**config.mk**
```make
export PLATFORM = sky130hd
export DESIGN_NAME = seg_pattern_decoder
export DESIGN_NICKNAME = d
export VERILOG_FILES = /design/src/rtl/seg_pkg.sv /design/src/rtl/seg_glyph_to_hex.sv /design/src/rtl/seg_pattern_decoder.sv
export SDC_FILE = /design/constraint.sdc
export NUM_CORES = 1
export LEC_CHECK = 0
export CAP_MARGIN = 20
export CORE_AREA = 2 2 59 67
export DETAILED_ROUTE_END_ITERATION = 6
export DIE_AREA = 0 0 61 69
export PLACE_DENSITY = 0.78
export REMOVE_ABC_BUFFERS = 1
export SLEW_MARGIN = 20
export SYNTH_ARGS = -nofsm -noshare
export SYNTH_HDL_FRONTEND = slang
export SYNTH_SLANG_ARGS = --single-unit
```
**constraint.sdc**
```tcl
create_clock -name clk -period 2.9 [get_ports clk]
set_input_delay 0.58 -clock clk [delete_from_list [all_inputs] [get_ports clk]]
set_output_delay 0.58 -clock clk [all_outputs]
set_load 0.01 [all_outputs]
```
**src/rtl/seg_pkg.sv**
```systemverilog
// Shared seven-segment definitions: active-low glyph table, blank code, decoder FSM states.
package seg_pkg;

  localparam logic [6:0] SEG_BLANK = 7'h7F;

  // Index is the hex value; bit6 = seg a .. bit0 = seg g, 0 = lit.
  localparam logic [6:0] SEG_GLYPH [16] = '{
    7'b0000001, 7'b1001111, 7'b0010010, 7'b0000110,
    7'b1001100, 7'b0100100, 7'b0100000, 7'b0001111,
    7'b0000000, 7'b0000100, 7'b0000010, 7'b1100000,
    7'b0110001, 7'b1000010, 7'b0110000, 7'b0111000
  };

  typedef enum logic [1:0] {SETTLE, DECODE, PRESENT} state_t;

  typedef struct packed {
    logic [3:0] number;
    logic       blank;
    logic       error;
  } glyph_dec_t;

endpackage

```
**src/rtl/seg_glyph_to_hex.sv**
```systemverilog
// Combinational inverse glyph lookup: active-low pattern -> {number, blank, error}.
module seg_glyph_to_hex
  import seg_pkg::*;
(
  input  logic [6:0] pattern,
  output glyph_dec_t dec
);

  always_comb begin
    dec = '{number: 4'd0, blank: 1'b0, error: 1'b1};
    if (pattern == SEG_BLANK) begin
      dec.blank = 1'b1;
      dec.error = 1'b0;
    end else begin
      for (int v = 0; v < 16; v++) begin
        if (pattern == SEG_GLYPH[v]) begin
          dec.number = 4'(v);
          dec.error  = 1'b0;
        end
      end
    end
  end

endmodule

```
**src/rtl/seg_pattern_decoder.sv**
```systemverilog
// Round-robin 7-seg readback: waits for a stable pattern per digit, decodes it, presents a valid/ready result.
// Optional SEG_DECODE_ERR_CNT_EN adds an 8-bit saturating count of error transfers on err_count.
module seg_pattern_decoder
  import seg_pkg::*;
#(
  parameter  int NUM_DIGITS    = 4,
  parameter  int STABLE_CYCLES = 16,
  localparam int IDX_W         = (NUM_DIGITS > 1) ? $clog2(NUM_DIGITS) : 1
) (
  input  logic                    clk,
  input  logic                    rst_n,
  input  logic [7*NUM_DIGITS-1:0] patterns_in,
  output logic                    out_valid,
  input  logic                    out_ready,
  output logic [IDX_W-1:0]        out_idx,
  output logic [3:0]              out_number,
  output logic                    out_blank,
  output logic                    out_error
`ifdef SEG_DECODE_ERR_CNT_EN
  ,
  output logic [7:0]              err_count
`endif
);

  localparam int CNT_W = $clog2(STABLE_CYCLES + 1);
  localparam logic [CNT_W-1:0] CNT_LAST = CNT_W'(STABLE_CYCLES - 1);
  localparam logic [CNT_W-1:0] CNT_MAX  = CNT_W'(STABLE_CYCLES);

  state_t           state, state_nxt;
  logic [IDX_W-1:0] idx;
  logic [6:0]       sample_q;
  logic [CNT_W-1:0] cnt;
  logic [6:0]       digit [NUM_DIGITS];
  logic [6:0]       cur;
  logic             stable_hit;
  logic             xfer;
  glyph_dec_t       dec;

  for (genvar k = 0; k < NUM_DIGITS; k++) begin : g_digit
    assign digit[k] = patterns_in[7*k +: 7];
  end

  assign cur        = digit[idx];
  assign stable_hit = (cur == sample_q) && (cnt == CNT_LAST);

  seg_glyph_to_hex u_lookup (
    .pattern (sample_q),
    .dec     (dec)
  );

  always_ff @(posedge clk or negedge rst_n) begin
    if (!rst_n) state <= SETTLE;
    else        state <= state_nxt;
  end

  always_comb begin
    state_nxt = state;
    case (state)
      SETTLE:  if (stable_hit) state_nxt = DECODE;
      DECODE:  state_nxt = PRESENT;
      PRESENT: if (out_ready)  state_nxt = SETTLE;
      default: state_nxt = SETTLE;
    endcase
  end

  always_comb begin
    out_valid = (state == PRESENT);
    xfer      = out_valid && out_ready;
  end

  // Sampling, scan index and result snapshot; PRESENT ignores the bus entirely.
  always_ff @(posedge clk or negedge rst_n) begin
    if (!rst_n) begin
      idx        <= '0;
      sample_q   <= SEG_BLANK;
      cnt        <= '0;
      out_idx    <= '0;
      out_number <= '0;
      out_blank  <= 1'b0;
      out_error  <= 1'b0;
    end else begin
      case (state)
        SETTLE: begin
          if (cur != sample_q) begin
            sample_q <= cur;
            cnt      <= '0;
          end else if (cnt != CNT_MAX) begin
            cnt <= cnt + CNT_W'(1);
          end
        end
        DECODE: begin
          out_number <= dec.number;
          out_blank  <= dec.blank;
          out_error  <= dec.error;
          out_idx    <= idx;
        end
        PRESENT: begin
          if (xfer) begin
            idx      <= (idx == IDX_W'(NUM_DIGITS - 1)) ? '0 : idx + IDX_W'(1);
            cnt      <= '0;
            sample_q <= SEG_BLANK;
          end
        end
        default: ;
      endcase
    end
  end

`ifdef SEG_DECODE_ERR_CNT_EN
  always_ff @(posedge clk or negedge rst_n) begin
    if (!rst_n)                                   err_count <= '0;
    else if (xfer && out_error && err_count != 8'hFF) err_count <= err_count + 8'd1;
  end
`endif

endmodule

```
==> results of run 1 <==
## worst min-delay path, cell delays in order (launching register included)
cell and delay [ns]:
sky130_fd_sc_hd__dfrtp_1 0.35, sky130_fd_sc_hd__nand2_1 0.05, sky130_fd_sc_hd__o21ai_1 0.06
## flip-flops by register name, summed over array words and instances, names as in the netlist
register,count
cnt,5
out_idx,2
out_error,1
sample_q,7
state,2
out_blank,1
idx,2
out_number,4
## through the flow
step | power [mW] | setup TNS, ns | cell area (um2)
after detailed placement | 0.755 | -0.174 | 2130
after global placement | 0.729 | 0 | 2130
after floorplan | 0.645 | 0 | 1650
after global routing | 1.03 | 0 | 2190
final | 0.984 | 0 | 2190
after CTS | 0.990 | 0 | 2190
## layer usage
layer	global-route usage, %	share of wire [%]	routed length (um)
met1	23.3	38	1500
met2	37.3	54	2160
met3	3.94	4.8	192
met4	9.18	3.0	119
met5	0	0	0
## path summary, 6_finish.rpt
check,cells past startpoint,slack [ns],endpoint
max,7,0.15,cnt[3]
min,2,0.49,out_number[3]
max reg2reg,6,0.27,cnt[3]
min reg2reg,2,0.49,out_number[3]
max in group asynchronous,2,1.96,sample_q[3]
min in group asynchronous,2,0.65,cnt[2]
## cell families (layout without fill, tap and decap cells)
kind of cell / count (synthesis) / in the layout
AO/OA/AOI/OAI: 34 / 34
XOR/XNOR: 8 / 8
adder cells (fa/ha/maj): 4 / 4
buffers and inverters: 26 / 61
flip-flops: 24 / 24
multiplexers: 18 / 18
AND/OR/NAND/NOR: 60 / 60
## area by class of cell
class                   instances  area share, %
flip-flops and latches         24           27.9
inverters                      14           2.40
well taps                      50           2.86
multi-input cells             124           45.1
repair buffers                 43           19.2
clock buffers                   4           2.52
## Yosys cell counts (3+ instances only)
master | count | share of area (%)
sky130_fd_sc_hd__o21ai_0 | 4 | 1.2
sky130_fd_sc_hd__nand2b_1 | 5 | 1.8
sky130_fd_sc_hd__mux2i_1 | 5 | 2.9
sky130_fd_sc_hd__nand4_1 | 3 | 1.1
sky130_fd_sc_hd__xnor2_1 | 7 | 3.6
sky130_fd_sc_hd__nor4_1 | 4 | 1.5
sky130_fd_sc_hd__nand3_1 | 4 | 1.2
sky130_fd_sc_hd__o32ai_1 | 3 | 1.5
sky130_fd_sc_hd__mux2_2 | 4 | 2.6
sky130_fd_sc_hd__mux4_2 | 7 | 9.2
sky130_fd_sc_hd__dfstp_2 | 7 | 11
sky130_fd_sc_hd__nor2_1 | 15 | 3.3
sky130_fd_sc_hd__o22ai_1 | 3 | 1.1
sky130_fd_sc_hd__ha_1 | 4 | 2.9
sky130_fd_sc_hd__inv_1 | 14 | 3.1
sky130_fd_sc_hd__nand2_1 | 14 | 3.1
sky130_fd_sc_hd__dfrtp_1 | 17 | 25
sky130_fd_sc_hd__a21oi_1 | 4 | 1.2
sky130_fd_sc_hd__clkbuf_1 | 8 | 1.7
## power by group through the flow
stage                     logic, mW  clock network (mW)  registers [mW]
final                         0.289               0.231           0.464
after CTS                     0.289               0.240           0.461
after global placement        0.269                   0           0.459
after detailed placement      0.288                   0           0.467
after floorplan               0.205                   0           0.441
after global routing          0.314               0.246           0.471
## cell usage in the layout (no fill, tap or decap), types with 3 or more instances in the layout
| cell type | Yosys | layout |
|---|---|---|
| sky130_fd_sc_hd__dfstp_2 | 7 | 7 |
| sky130_fd_sc_hd__ha_1 | 4 | 4 |
| sky130_fd_sc_hd__nor2_1 | 15 | 15 |
| sky130_fd_sc_hd__mux4_2 | 7 | 7 |
| sky130_fd_sc_hd__inv_1 | 14 | 14 |
| sky130_fd_sc_hd__dfrtp_1 | 17 | 16 |
| sky130_fd_sc_hd__nand3_1 | 4 | 4 |
| sky130_fd_sc_hd__xnor2_1 | 7 | 7 |
| sky130_fd_sc_hd__nand2b_1 | 5 | 5 |
| sky130_fd_sc_hd__clkdlybuf4s50_1 | 0 | 39 |
| sky130_fd_sc_hd__mux2_2 | 4 | 4 |
| sky130_fd_sc_hd__o21ai_0 | 4 | 4 |
| sky130_fd_sc_hd__clkbuf_8 | 2 | 4 |
| sky130_fd_sc_hd__a21oi_1 | 4 | 4 |
| sky130_fd_sc_hd__o32ai_1 | 3 | 3 |
| sky130_fd_sc_hd__nand2_1 | 14 | 14 |
| sky130_fd_sc_hd__o22ai_1 | 3 | 3 |
| sky130_fd_sc_hd__mux2i_1 | 5 | 5 |
| sky130_fd_sc_hd__buf_4 | 0 | 4 |
| sky130_fd_sc_hd__nor4_1 | 4 | 4 |
| sky130_fd_sc_hd__nand4_1 | 3 | 3 |
## timing repair
item,CTS,global route
gates resized for setup,0,1
hold endpoints to repair,0,0
endpoints found under the setup margin,0,5
==> impl_metrics.prom, run 1 <==
# TYPE chip_impl_metric gauge
chip_impl_metric{name="port_buffers",unit=""} 39
chip_impl_info{name="outcome",value="complete, no violations"} 1
chip_impl_metric{name="wirelength",unit="mm"} 3.96
chip_impl_metric{name="vdd.ir_drop.worst",unit="mV"} 0.272
chip_impl_metric{name="syn-mean-instance-area",unit="um2"} 9.90
chip_impl_metric{name="synth_enable_flop_cells",unit=""} 0
chip_impl_metric{name="worst_slew_pin_slew",unit="ns"} 0.480
chip_impl_metric{name="period_share",unit="%"} 94.7
chip_impl_metric{name="synth_warnings",unit=""} 0
chip_impl_metric{name="cts_made_buffers",unit=""} 3
chip_impl_metric{name="power.clock.fraction",unit="%"} 23.4
chip_impl_metric{name="drc",unit=""} 0
chip_impl_info{name="synth-main-ff-cell",value="sky130_fd_sc_hd__dfrtp_1"} 1
chip_impl_metric{name="fp.dieW",unit="um"} 61
chip_impl_metric{name="multi_input_comb_area",unit="um2"} 987
chip_impl_metric{name="timing.clock.skew",unit="ns"} 0.00589
chip_impl_info{name="setup_repair_after_global_routing_missed_its_margin",value="false"} 1
chip_impl_metric{name="numPlacedInstances",unit=""} 255
chip_impl_metric{name="critical_path_peak_fanout",unit=""} 3
chip_impl_metric{name="power_leakage",unit="nW"} 0.866
chip_impl_metric{name="yosys.area_share.xor_xnor",unit="%"} 4.50
chip_impl_metric{name="routed-via-count",unit=""} 1511
chip_impl_metric{name="final_layout_size_suffix_gt1_share",unit="%"} 16.7
chip_impl_metric{name="slew_headroom",unit="%"} 68.0
chip_impl_metric{name="synthesis.instances",unit=""} 174
chip_impl_metric{name="timing.critical_path.slowest_cell_delay",unit="ns"} 0.51
chip_impl_metric{name="final_period_minus_worst_setup_slack",unit="ns"} 2.75
chip_impl_metric{name="clkLatencyLatePin",unit="ns"} 0.28
chip_impl_metric{name="row_count",unit=""} 23
chip_impl_metric{name="clkSinkCount",unit=""} 24
chip_impl_metric{name="power.density",unit="nW/um2"} 450
chip_impl_metric{name="first_pass_grt_wire_length",unit="mm"} 6.66
chip_impl_metric{name="dieHeight",unit="um"} 69
chip_impl_info{name="critical_path.top_delay_family",value="simple AND/OR/NAND/NOR gates"} 1
chip_impl_info{name="worst_setup_path_end_kind",value="flop"} 1
chip_impl_metric{name="ff_latch_area",unit="um2"} 611
chip_impl_metric{name="number_of_endpoints_with_negative_hold_slack_in_the_final_report",unit=""} 0
chip_impl_metric{name="drt-pass1-iter-count",unit=""} 4
chip_impl_metric{name="wl_per_cell",unit="um"} 15.3
chip_impl_metric{name="final-max-slew-violation-count",unit=""} 0
chip_impl_info{name="timing.hold.worst.class",value="flop to flop"} 1
chip_impl_metric{name="clk_pin_slew_worst_paths",unit="ns"} 0.08
chip_impl_metric{name="seq_power_share",unit="%"} 47.2
chip_impl_metric{name="synthDistinctLibCells",unit=""} 51
chip_impl_info{name="timing.critical_path.slowest_stage_cell",value="sky130_fd_sc_hd__or4_1"} 1
chip_impl_info{name="startpoint",value="patterns_in[3]"} 1
chip_impl_metric{name="grt_max_degree",unit=""} 25
chip_impl_metric{name="max_cap_violations",unit=""} 0
chip_impl_metric{name="switching_share_of_power",unit="%"} 32.9
chip_impl_info{name="critPathLaunchType",value="primary input"} 1
chip_impl_metric{name="synth_sequential_area_ratio",unit="%"} 35.4
chip_impl_metric{name="hpwl",unit="mm"} 3.05
chip_impl_info{name="clock-root-buffer",value="sky130_fd_sc_hd__clkbuf_8"} 1
chip_impl_metric{name="die_area",unit="um2"} 4210
chip_impl_metric{name="post_synth_mux_area_share",unit="%"} 16.0
chip_impl_info{name="synth_top_family_by_area",value="simple AND/OR/NAND/NOR gates"} 1
chip_impl_metric{name="initial_core_util",unit="%"} 48.7
chip_impl_metric{name="layout.nets",unit=""} 245
chip_impl_metric{name="setup-violations-final",unit=""} 0
chip_impl_metric{name="first_global_vias",unit=""} 1515
chip_impl_metric{name="insertedDiodeCount",unit=""} 0
chip_impl_metric{name="num-fill-cells",unit=""} 302
chip_impl_metric{name="synth_compound_area_share",unit="%"} 14.7
chip_impl_metric{name="core_region_area",unit="um2"} 3540
chip_impl_metric{name="synthSimpleGateAreaFrac",unit="%"} 19.2
chip_impl_metric{name="p_sw",unit="uW"} 324
chip_impl_metric{name="utilization_of_the_core_after_routing",unit="%"} 61.8
chip_impl_info{name="holdCritStartpoint",value="out_number[3]"} 1
chip_impl_metric{name="grt_overflow_total",unit=""} 0
chip_impl_metric{name="async_flop_share",unit="%"} 100
chip_impl_metric{name="finalWorstSetupSlack",unit="ns"} 0.153
chip_impl_info{name="worstPathCellList",value="clkdlybuf4s50_1 -> mux4_2 -> xnor2_1 -> nand4_1 -> or3_4 -> or4_1 -> nand3_1"} 1
chip_impl_info{name="crit-reg2reg-launch",value="idx[0]"} 1
chip_impl_metric{name="design.portCount",unit=""} 40
chip_impl_metric{name="routabilityCongestion",unit=""} 0.894
chip_impl_metric{name="fin_worst_hold_slack",unit="ns"} 0.490
chip_impl_metric{name="detailedRoute.firstIterationViolations",unit=""} 167
chip_impl_metric{name="clock.fmax",unit="GHz"} 0.364
chip_impl_metric{name="holdBufCountCts",unit=""} 0
chip_impl_metric{name="grt_antenna_before_repair",unit=""} 0
chip_impl_info{name="cts_tree",value="yes"} 1
chip_impl_metric{name="cts_setup_buffers",unit=""} 0
chip_impl_metric{name="postRouteAntennaNets",unit=""} 0
chip_impl_info{name="worstSetupPathType",value="primary input to flop"} 1
chip_impl_metric{name="cp.required",unit="ns"} 3.12
chip_impl_metric{name="combinationalPowerShare",unit="%"} 29.4
chip_impl_metric{name="htree_num_levels",unit=""} 1
chip_impl_metric{name="ys_seq_elements",unit=""} 24
chip_impl_metric{name="layout.cells.non_filler",unit=""} 259
chip_impl_metric{name="cell_internal_pwr",unit="uW"} 661
chip_impl_metric{name="cp_data_arrival_time",unit="ns"} 2.96
chip_impl_metric{name="syn-cell-area",unit="um2"} 1720
chip_impl_metric{name="routed_via_density",unit=""} 5.83
chip_impl_metric{name="pre_cts_slack",unit="ns"} -0.105
chip_impl_metric{name="ctsLongestPathBuffers",unit=""} 2
chip_impl_metric{name="layout-area-overhead-vs-synth",unit="%"} 27.0
chip_impl_metric{name="synth-adder-area-share",unit="%"} 2.90
chip_impl_metric{name="critical_path.n_buffers_inverters",unit=""} 1
chip_impl_metric{name="grt_usage",unit="%"} 21.0
(Power assumes the default switching activity.)
==> run 2, diff against run 1 <==
--- a/config.mk
+++ b/config.mk
@@ -5,7 +5,6 @@
 export SDC_FILE = /design/constraint.sdc
 export NUM_CORES = 1
 export LEC_CHECK = 0
-export CAP_MARGIN = 20
 export CORE_AREA = 2 2 59 67
 export DETAILED_ROUTE_END_ITERATION = 6
 export DIE_AREA = 0 0 61 69
==> results of run 2 <==
The final DEF is identical to that of run 1; final timing and power are the same.
==> run 3, diff against run 2 <==
--- a/config.mk
+++ b/config.mk
@@ -5,10 +5,11 @@
 export SDC_FILE = /design/constraint.sdc
 export NUM_CORES = 1
 export LEC_CHECK = 0
-export CORE_AREA = 2 2 59 67
+export CORE_AREA = 2 2 58 66
+export CTS_BUF_LIST = sky130_fd_sc_hd__clkbuf_8
 export DETAILED_ROUTE_END_ITERATION = 6
-export DIE_AREA = 0 0 61 69
-export PLACE_DENSITY = 0.78
+export DIE_AREA = 0 0 60 68
+export PLACE_DENSITY = 0.9
 export REMOVE_ABC_BUFFERS = 1
 export SLEW_MARGIN = 20
 export SYNTH_ARGS = -nofsm -noshare
==> impl_metrics.prom, run 3 (synthesis results as in run 1) <==
# TYPE chip_impl_metric gauge
chip_impl_info{name="outcome",value="complete, no violations"} 1
chip_impl_metric{name="power_leakage",unit="nW"} 0.883
chip_impl_metric{name="insertedDiodeCount",unit=""} 0
chip_impl_metric{name="numPlacedInstances",unit=""} 257
chip_impl_metric{name="routed_via_density",unit=""} 5.75
chip_impl_metric{name="die_area",unit="um2"} 4080
chip_impl_info{name="holdCritStartpoint",value="out_number[0]"} 1
chip_impl_info{name="timing.hold.worst.class",value="flop to flop"} 1
chip_impl_info{name="max_flop_register",value="sample_q"} 1
chip_impl_metric{name="power.density",unit="nW/um2"} 476
chip_impl_metric{name="grt_usage",unit="%"} 20.7
chip_impl_info{name="endpoint_of_the_worst_hold_timing_path",value="out_number[0]"} 1
chip_impl_info{name="cts_tree",value="yes"} 1
chip_impl_info{name="worst_setup_path_end_kind",value="flop"} 1
chip_impl_metric{name="grt_max_degree",unit=""} 25
chip_impl_metric{name="first_pass_grt_wire_length",unit="mm"} 6.38
chip_impl_info{name="layout.cells.most_common",value="sky130_fd_sc_hd__clkdlybuf4s50_1"} 1
chip_impl_info{name="timing.critical_path.slowest_stage_cell",value="sky130_fd_sc_hd__dfrtp_1"} 1
chip_impl_info{name="regToRegEndpoint",value="cnt[3]"} 1
chip_impl_metric{name="setup-violations-final",unit=""} 0
chip_impl_metric{name="setup_total_negative_slack",unit="ns"} 0
chip_impl_metric{name="detailedRoute.firstIterationViolations",unit=""} 111
chip_impl_metric{name="fp.dieW",unit="um"} 60
chip_impl_metric{name="holdBufCountCts",unit=""} 0
chip_impl_metric{name="cts_setup_buffers",unit=""} 0
chip_impl_metric{name="clock.fmax",unit="GHz"} 0.365
chip_impl_metric{name="drc",unit=""} 0
chip_impl_metric{name="core_region_area",unit="um2"} 3480
chip_impl_metric{name="cp_data_arrival_time",unit="ns"} 2.96
chip_impl_metric{name="worst_slew_pin_slew",unit="ns"} 0.496
chip_impl_metric{name="clkLatencyLatePin",unit="ns"} 0.28
chip_impl_info{name="crit-reg2reg-launch",value="idx[0]"} 1
chip_impl_metric{name="worst_r2r_path_depth",unit=""} 6
chip_impl_info{name="worstSetupPathType",value="flop to flop"} 1
chip_impl_metric{name="timing.clock.skew",unit="ns"} 0.00432
chip_impl_metric{name="final_layout_size_suffix_gt1_share",unit="%"} 17.1
chip_impl_metric{name="row_count",unit=""} 23
chip_impl_metric{name="number_of_endpoints_with_negative_hold_slack_in_the_final_report",unit=""} 0
chip_impl_info{name="setup_repair_after_global_routing_missed_its_margin",value="false"} 1
chip_impl_metric{name="first_global_vias",unit=""} 1470
chip_impl_metric{name="routabilityCongestion",unit=""} 0.881
chip_impl_metric{name="max_cap_violations",unit=""} 0
chip_impl_metric{name="finish.instance_area",unit="um2"} 2220
chip_impl_metric{name="clk_pin_slew_worst_paths",unit="ns"} 0.09
chip_impl_metric{name="clkSinkCount",unit=""} 24
chip_impl_metric{name="initial_core_util",unit="%"} 49.5
chip_impl_info{name="critPathLaunchType",value="flop"} 1
chip_impl_metric{name="final_period_minus_worst_setup_slack",unit="ns"} 2.74
chip_impl_metric{name="layout.nets",unit=""} 247
chip_impl_metric{name="critical_path_peak_fanout",unit=""} 11
chip_impl_metric{name="layout.cells.non_filler",unit=""} 261
chip_impl_metric{name="pre_cts_slack",unit="ns"} -0.0741
chip_impl_metric{name="finalWorstSetupSlack",unit="ns"} 0.158
chip_impl_metric{name="hpwl",unit="mm"} 2.88
chip_impl_metric{name="htree_num_levels",unit=""} 1
chip_impl_info{name="most-common-layout-cells",value="sky130_fd_sc_hd__clkdlybuf4s50_1 (39), sky130_fd_sc_hd__dfrtp_1 (17), sky130_fd_sc_hd__nor2_1 (15)"} 1
chip_impl_metric{name="vdd.ir_drop.worst",unit="mV"} 0.232
chip_impl_metric{name="utilization_of_the_core_after_routing",unit="%"} 63.7
chip_impl_info{name="reg_top3",value="sample_q (7), cnt (5), out_number (4)"} 1
chip_impl_metric{name="grt_overflow_total",unit=""} 0
chip_impl_metric{name="wirelength",unit="mm"} 3.81
chip_impl_metric{name="layout-area-overhead-vs-synth",unit="%"} 28.8
chip_impl_metric{name="design.portCount",unit=""} 40
chip_impl_metric{name="postRouteAntennaNets",unit=""} 0
chip_impl_metric{name="dpl_cell_area",unit="um2"} 2150
chip_impl_metric{name="port_buffers",unit=""} 39
chip_impl_metric{name="drt-pass1-iter-count",unit=""} 4
chip_impl_metric{name="grt_antenna_before_repair",unit=""} 0
chip_impl_metric{name="ctsLongestPathBuffers",unit=""} 2
chip_impl_info{name="worstPathCellList",value="mux4_2 -> xnor2_1 -> nand4_1 -> or3_4 -> or4_1 -> nand3_1"} 1
chip_impl_info{name="clock-root-buffer",value="sky130_fd_sc_hd__clkbuf_8"} 1
chip_impl_metric{name="cts_made_buffers",unit=""} 3
chip_impl_metric{name="worst-r2r-setup-slack",unit="ns"} 0.16
chip_impl_metric{name="min_delay_path_depth",unit=""} 1
chip_impl_metric{name="dieHeight",unit="um"} 68
chip_impl_metric{name="wl_per_cell",unit="um"} 14.6
chip_impl_metric{name="period_share",unit="%"} 94.6
chip_impl_metric{name="largest_reg_flops",unit=""} 7
chip_impl_metric{name="num-fill-cells",unit=""} 273
chip_impl_metric{name="routed-via-count",unit=""} 1501
chip_impl_metric{name="slew_headroom",unit="%"} 66.9
chip_impl_metric{name="timing.critical_path.slowest_cell_delay",unit="ns"} 0.66
chip_impl_metric{name="final-max-slew-violation-count",unit=""} 0
chip_impl_metric{name="cts_resized",unit=""} 0
chip_impl_metric{name="cp.required",unit="ns"} 3.12
## run 3: cell types whose count changed in the layout (fill, tap and decap cells not counted)
cell,delta
sky130_fd_sc_hd__clkbuf_8,-1
sky130_fd_sc_hd__dfrtp_1,+1
sky130_fd_sc_hd__bufinv_16,+1
sky130_fd_sc_hd__dfrtp_2,-1
sky130_fd_sc_hd__buf_4,+2
## run 3: worst max path at each step
stage,start,endpoint
CTS,idx[0],cnt[3]
finish,idx[0],cnt[3]
detailed placement,patterns_in[5],cnt[3]
floorplan,idx[0],cnt[3]
global route,idx[0],cnt[3]
global placement,patterns_in[22],cnt[3]
## run 3: critical path: cells and delay by family (launching register included)
kind | cells | cell delay [ns]
xor gates and xnor gates | 1 | 0.18
DFF | 1 | 0.66
muxes | 1 | 0.61
and+or+nand+nor | 4 | 1.23
## run 3: cell type report
| type | count | area (um2) | area share [%] |
|---|---|---|---|
| clock buffers | 3 | 41.3 | 1.86 |
| repair buffers | 45 | 435 | 19.6 |
| multi-input cells | 124 | 987 | 44.5 |
| well taps | 50 | 62.6 | 2.82 |
| flip-flops and latches | 24 | 609 | 27.5 |
| clock inverters | 1 | 30.0 | 1.35 |
| inverters | 14 | 52.6 | 2.37 |
## run 3: report_power, final
group	switching, mW	internal [mW]	leakage, nW
clock	0.118	0.185	0.0357
combinational	0.122	0.169	0.540
sequential	0.0893	0.373	0.308
## run 3: metal layers
metal	vias to the layer above	part of all wire (%)	global-route usage (%)
met5	-	0	0
met2	57	52	35.6
met3	6	4.9	3.21
met4	0	1.5	7.50
li1	706	-	-
met1	732	41	26.0
## run 3: stage by stage
stage	total power [mW]	hold slack [ns]
2_1_floorplan	0.645	0.284
3_3_place_gp	0.739	0.470
3_5_place_dp	0.754	0.483
4_1_cts	1.06	0.503
5_1_grt	1.10	0.518
6_report	1.06	0.498
==> edit 1 (flow settings as in run 3) <==
Add a define of `SEG_DECODE_ERR_CNT_EN`.
--- a/src/rtl/seg_pattern_decoder.sv
+++ b/src/rtl/seg_pattern_decoder.sv
@@ -1,4 +1,6 @@
 // Round-robin 7-seg readback: waits for a stable pattern per digit, decodes it, presents a valid/ready result.
 // Optional SEG_DECODE_ERR_CNT_EN adds an 8-bit saturating count of error transfers on err_count.
+`define SEG_DECODE_ERR_CNT_EN
+
 module seg_pattern_decoder
   import seg_pkg::*;
Check against the original RTL (old outputs only; new: err_count): equivalent (Yosys induction, for registers that start in step).
==> edit 1 against run 3 <==
- wire length up 8.7%
- area after synthesis up 19%
- sequential cell count up 8
- total power up 22%
- fmax up 6.9%
- first-iteration DRC count down 31%
- setup slack better by 180 ps
- design area up 19%
- largest cell class unchanged
==> edit 1: results (changes against run 3) <==
[run_status]
status = finished clean  ; unchanged

[place]
hpwl_um = 3089  ; was 2882 um
pre_cts_slack_ps = 123.0  ; was -74.14 ps

[routing]
dr_wl_met2_um = 2096  ; was 1989 um
wl_per_cell_um = 13.82  ; was 14.61 um
viasPerCell = 5.747  ; was 5.751
drt_iter0_drc = 77  ; was 111

[global_route]
track_usage_pct = 22.48  ; was 20.68%
use_met1_pct = 24.43  ; was 26.02%
gr-usage-met3_pct = 4.159  ; was 3.214%
use_met2_pct = 40.35  ; was 35.60%
grt_pass1_wl_um = 6865  ; was 6382 um
grt_pass1_vias = 1655  ; was 1,470

[min_path]
min_from = err_count[7]  ; was out_number[0]
hold_end = err_count[7]  ; was out_number[0]

[clocking]
cts_made_buffers = 5  ; was 3
h-tree-depth = 2  ; was 1

[timing]
finalClockSkew_ps = 9.044  ; was 4.323 ps
slew_headroom_pct = 65.42  ; was 66.91%
hold_slack_ps = 491.8  ; was 498.2 ps
fin_crit_sh_pct = 88.49  ; was 94.56%

[critical_path]
worstPathArrival_ps = 2780  ; was 2960 ps
r2r_end = sample_q[1]  ; was cnt[3]
rrSetupSlack_ps = 330  ; was 160 ps
cp_top_family = multiplexers  ; was simple AND/OR/NAND/NOR gates
rr_worst_depth = 5  ; was 6

[synth]
netlist_top_cells_count = 25 x dfrtp_1, 20 x nor2_1, 16 x nand2_1, 13 x inv_1, 11 x xnor2_1  ; was 17 x dfrtp_1, 15 x nor2_1, 14 x inv_1, 14 x nand2_1, 8 x clkbuf_1
yosys-top-cells-area = dfrtp_1 31%, dfstp_2 9.0%, mux4_2 7.7%, xnor2_1 4.7%, nor2_1 3.7%  ; was dfrtp_1 25%, dfstp_2 11%, mux4_2 9.2%, xnor2_1 3.6%, nor2_1 3.3%
synth-seq-area-share_pct = 39.62  ; was 35.37%
synth.distinct_cells = 47  ; was 51

[pwr]
powerComb_mw = 0.292  ; was 0.291 mW
vdd_drop_max_v = 0.0002639  ; was 0.0002316 V
switching_share_pct = 29.94  ; was 31.16%

[final_layout]
final_layout_size_suffix_gt1_share_pct = 14.80  ; was 17.06%
reg_top3 = err_count x8, sample_q x7, cnt x5  ; was sample_q x7, cnt x5, out_number x4

edit 1: final cells by class:
cell class              count  area (sq um)
multi-input cells         149          1122
fillers                   230         849.6
flip-flops and latches     32         809.5
repair buffers             48         478.0
clock buffers               5         68.82
well taps                  50         62.56
inverters                  13         48.80
clock inverters             3         42.54
edit 1: metrics by stage:
step           instance area (sq um)  power [mW]  instances
6_report                        2633       1.284        300
5_1_grt                         2633       1.344        300
4_1_cts                         2633       1.291        300
3_5_place_dp                    2521      0.8622        292
3_3_place_gp                    2521      0.8500        292
2_1_floorplan                   1981      0.7590        194
edit 1: cell families after synthesis:
family / share of synthesized area [%]
xor gates and xnor gates: 7.226
and+or+nand+nor: 17.64
DFF: 39.62
adders and majority gates: 3.062
muxes: 13.47
buffers and inverters: 5.450
AOI/OAI and AO/OA: 13.53
==> edit 2 (config.mk and constraints of run 3) <==
Without the edit above. Re-encode `state_t` (3 states) as one-hot, 3 bits wide.
--- a/src/rtl/seg_pkg.sv
+++ b/src/rtl/seg_pkg.sv
@@ -12,5 +12,5 @@
   };
 
-  typedef enum logic [1:0] {SETTLE, DECODE, PRESENT} state_t;
+  typedef enum logic [2:0] {SETTLE = 3'b001, DECODE = 3'b010, PRESENT = 3'b100} state_t;
 
   typedef struct packed {
Check against the original RTL: no difference found for any inputs over 10 cycles, from zero or initial values and one cycle with rst_n low; not proved beyond that.
==> edit 2 against run 3 <==
- sequential power shrank 9.1%
- wire length shrank 1.6%
- sequential cell count grew 1
- setup slack gained 260 ps
- non-clock buffer count shrank 4
- first-iteration DRC count shrank 33%
- die area is the same
- critical path depth shrank 1
- total power shrank 23%
- area after synthesis grew 6.1%
- design area grew 3.0%
- cell count grew 1.9%
==> edit 2: results (changes against run 3) <==
[critical_path]
rr_worst_depth = 5  ; was 6
worst-path-max-fanout = 11  ; unchanged
startpoint = idx[0]  ; unchanged
worstPathArrival_ps = 2670  ; was 2960 ps

[clocking]
cts_resized = 0  ; unchanged
path_clk_slew_ps = 80
cts_made_buffers = 3  ; unchanged
post-cts-setup-buffers = 0  ; unchanged
clock_latency_ps = 270
clockBufferDepth = 2  ; unchanged

[final_layout]
n_fill_cell = 277  ; was 273
finish.net_count = 252  ; was 247
final_layout_size_suffix_gt1_share_pct = 12.04  ; was 17.06%
antenna_cells = 0  ; unchanged

[synth]
synthFlopType = dfrtp_1  ; unchanged
yosys-top-cells-area = dfrtp_1 23%, dfstp_2 11%, mux4_1 10%, nor2_1 5.1%, mux2i_1 3.8%  ; was dfrtp_1 25%, dfstp_2 11%, mux4_2 9.2%, xnor2_1 3.6%, nor2_1 3.3%
yosysWarnings = 0  ; unchanged
netlist_top_cells_count = 25 x nor2_1, 17 x dfrtp_1, 15 x nand2_1, 12 x clkbuf_1, 8 x dfstp_2  ; was 17 x dfrtp_1, 15 x nor2_1, 14 x inv_1, 14 x nand2_1, 8 x clkbuf_1
synth_async_sr_flop_share_pct = 100.0  ; unchanged
synth.distinct_cells = 52  ; was 51
synth-seq-area-share_pct = 34.77  ; was 35.37%

[routing]
drt_iter0_drc = 74  ; was 111
dr.pass1.iters = 4  ; unchanged
wl_per_cell_um = 14.11  ; was 14.61 um
vias = 1532  ; was 1,501

[timing]
worst_slew_pin_slew_ps = 478.9  ; was 496.3 ps
finalClockSkew_ps = 3.834  ; was 4.323 ps

[min_path]
min_from = out_number[2]  ; was out_number[0]
hold_depth = 2  ; was 1
min_path_type = flop to flop  ; unchanged

[global_route]
antenna_found_initial = 0  ; unchanged
grt_max_degree = 26  ; was 25
track_usage_pct = 20.87  ; was 20.68%
grt_pass1_vias = 1422  ; was 1,470
grt_pass1_wl_um = 6403  ; was 6382 um

[pwr]
vdd_drop_max_v = 0.0003150  ; was 0.0002316 V
power.leakage_nw = 0.9009  ; was 0.8834 nW

[place]
hpwl_um = 2922  ; was 2882 um
place_area_sq_mm = 0.002240  ; was 0.002147 sq mm
gp_congestion = 0.8699  ; was 0.8809
io_buffers = 39  ; unchanged

[run_status]
status = finished clean  ; unchanged

[edit 2: changes by cell type after synthesis, sizes merged, moves of 3 or more]
cell / change
and2: +3
inv: -9
nand3b: +3
nor2: +10
nor2b: +3
[edit 2: cell type report]
cell class                      count  area (sq um)  area share (%)
Inverter                            5         18.77          0.8210
Sequential cell                    25         635.6           27.81
Clock buffer                        3         41.29           1.806
Multi-Input combinational cell    141          1117           48.88
Timing Repair Buffer               41         405.4           17.73
Tap cell                           50         62.56           2.737
Clock inverter                      1         5.005          0.2189
[edit 2: cell families (layout without fill, tap and decap cells)]
kind of cell	after synthesis	in the layout	share of synthesized area, %
compound gates	35	35	14.51
xor+xnor	7	7	3.765
fa+ha+maj	4	4	2.738
buf+inv	18	50	4.107
flops	25	25	34.77
mux	18	18	16.36
simple gates	77	77	23.75
[edit 2: path summary, 6_finish.rpt]
| path | end | slack, ps |
|---|---|---|
| max | sample_q[3] | 420 |
| min | out_number[2] | 480 |
| max reg2reg | sample_q[3] | 420 |
| min reg2reg | out_number[2] | 480 |
| max in group asynchronous | sample_q[3] | 1940 |
| min in group asynchronous | out_number[0] | 670 |
[edit 2: through the flow]
step | instances | total power, mW | setup slack, ps
2_1_floorplan | 171 | 0.5375 | 716.4
3_3_place_gp | 262 | 0.6076 | 261.0
3_5_place_dp | 262 | 0.6150 | 184.4
4_1_cts | 266 | 0.8181 | 396.6
5_1_grt | 266 | 0.8532 | 237.2
6_report | 266 | 0.8113 | 422.5
[edit 2: worst max-delay path: stages, from the launching register on]
cell and delay [ps]:
dfrtp_1 650, mux4_1 670, xnor2_1 250, nand4_4 220, o21ai_4 370, mux2i_1 240
[edit 2: metal layers]
layer	part of all wire (%)	vias to the layer above	global-route usage (%)
li1	-	749	-
met1	42	738	24.58
met2	53	41	38.99
met3	3.4	4	3.403
met4	0.88	0	5.000
met5	0	-	0
[edit 2: power breakdown]
group / switching (mW) / internal, mW / total [mW]
clock network: 0.107 / 0.0961 / 0.203
registers: 0.0489 / 0.371 / 0.420
logic: 0.0800 / 0.108 / 0.188
total: 0.236 / 0.576 / 0.811
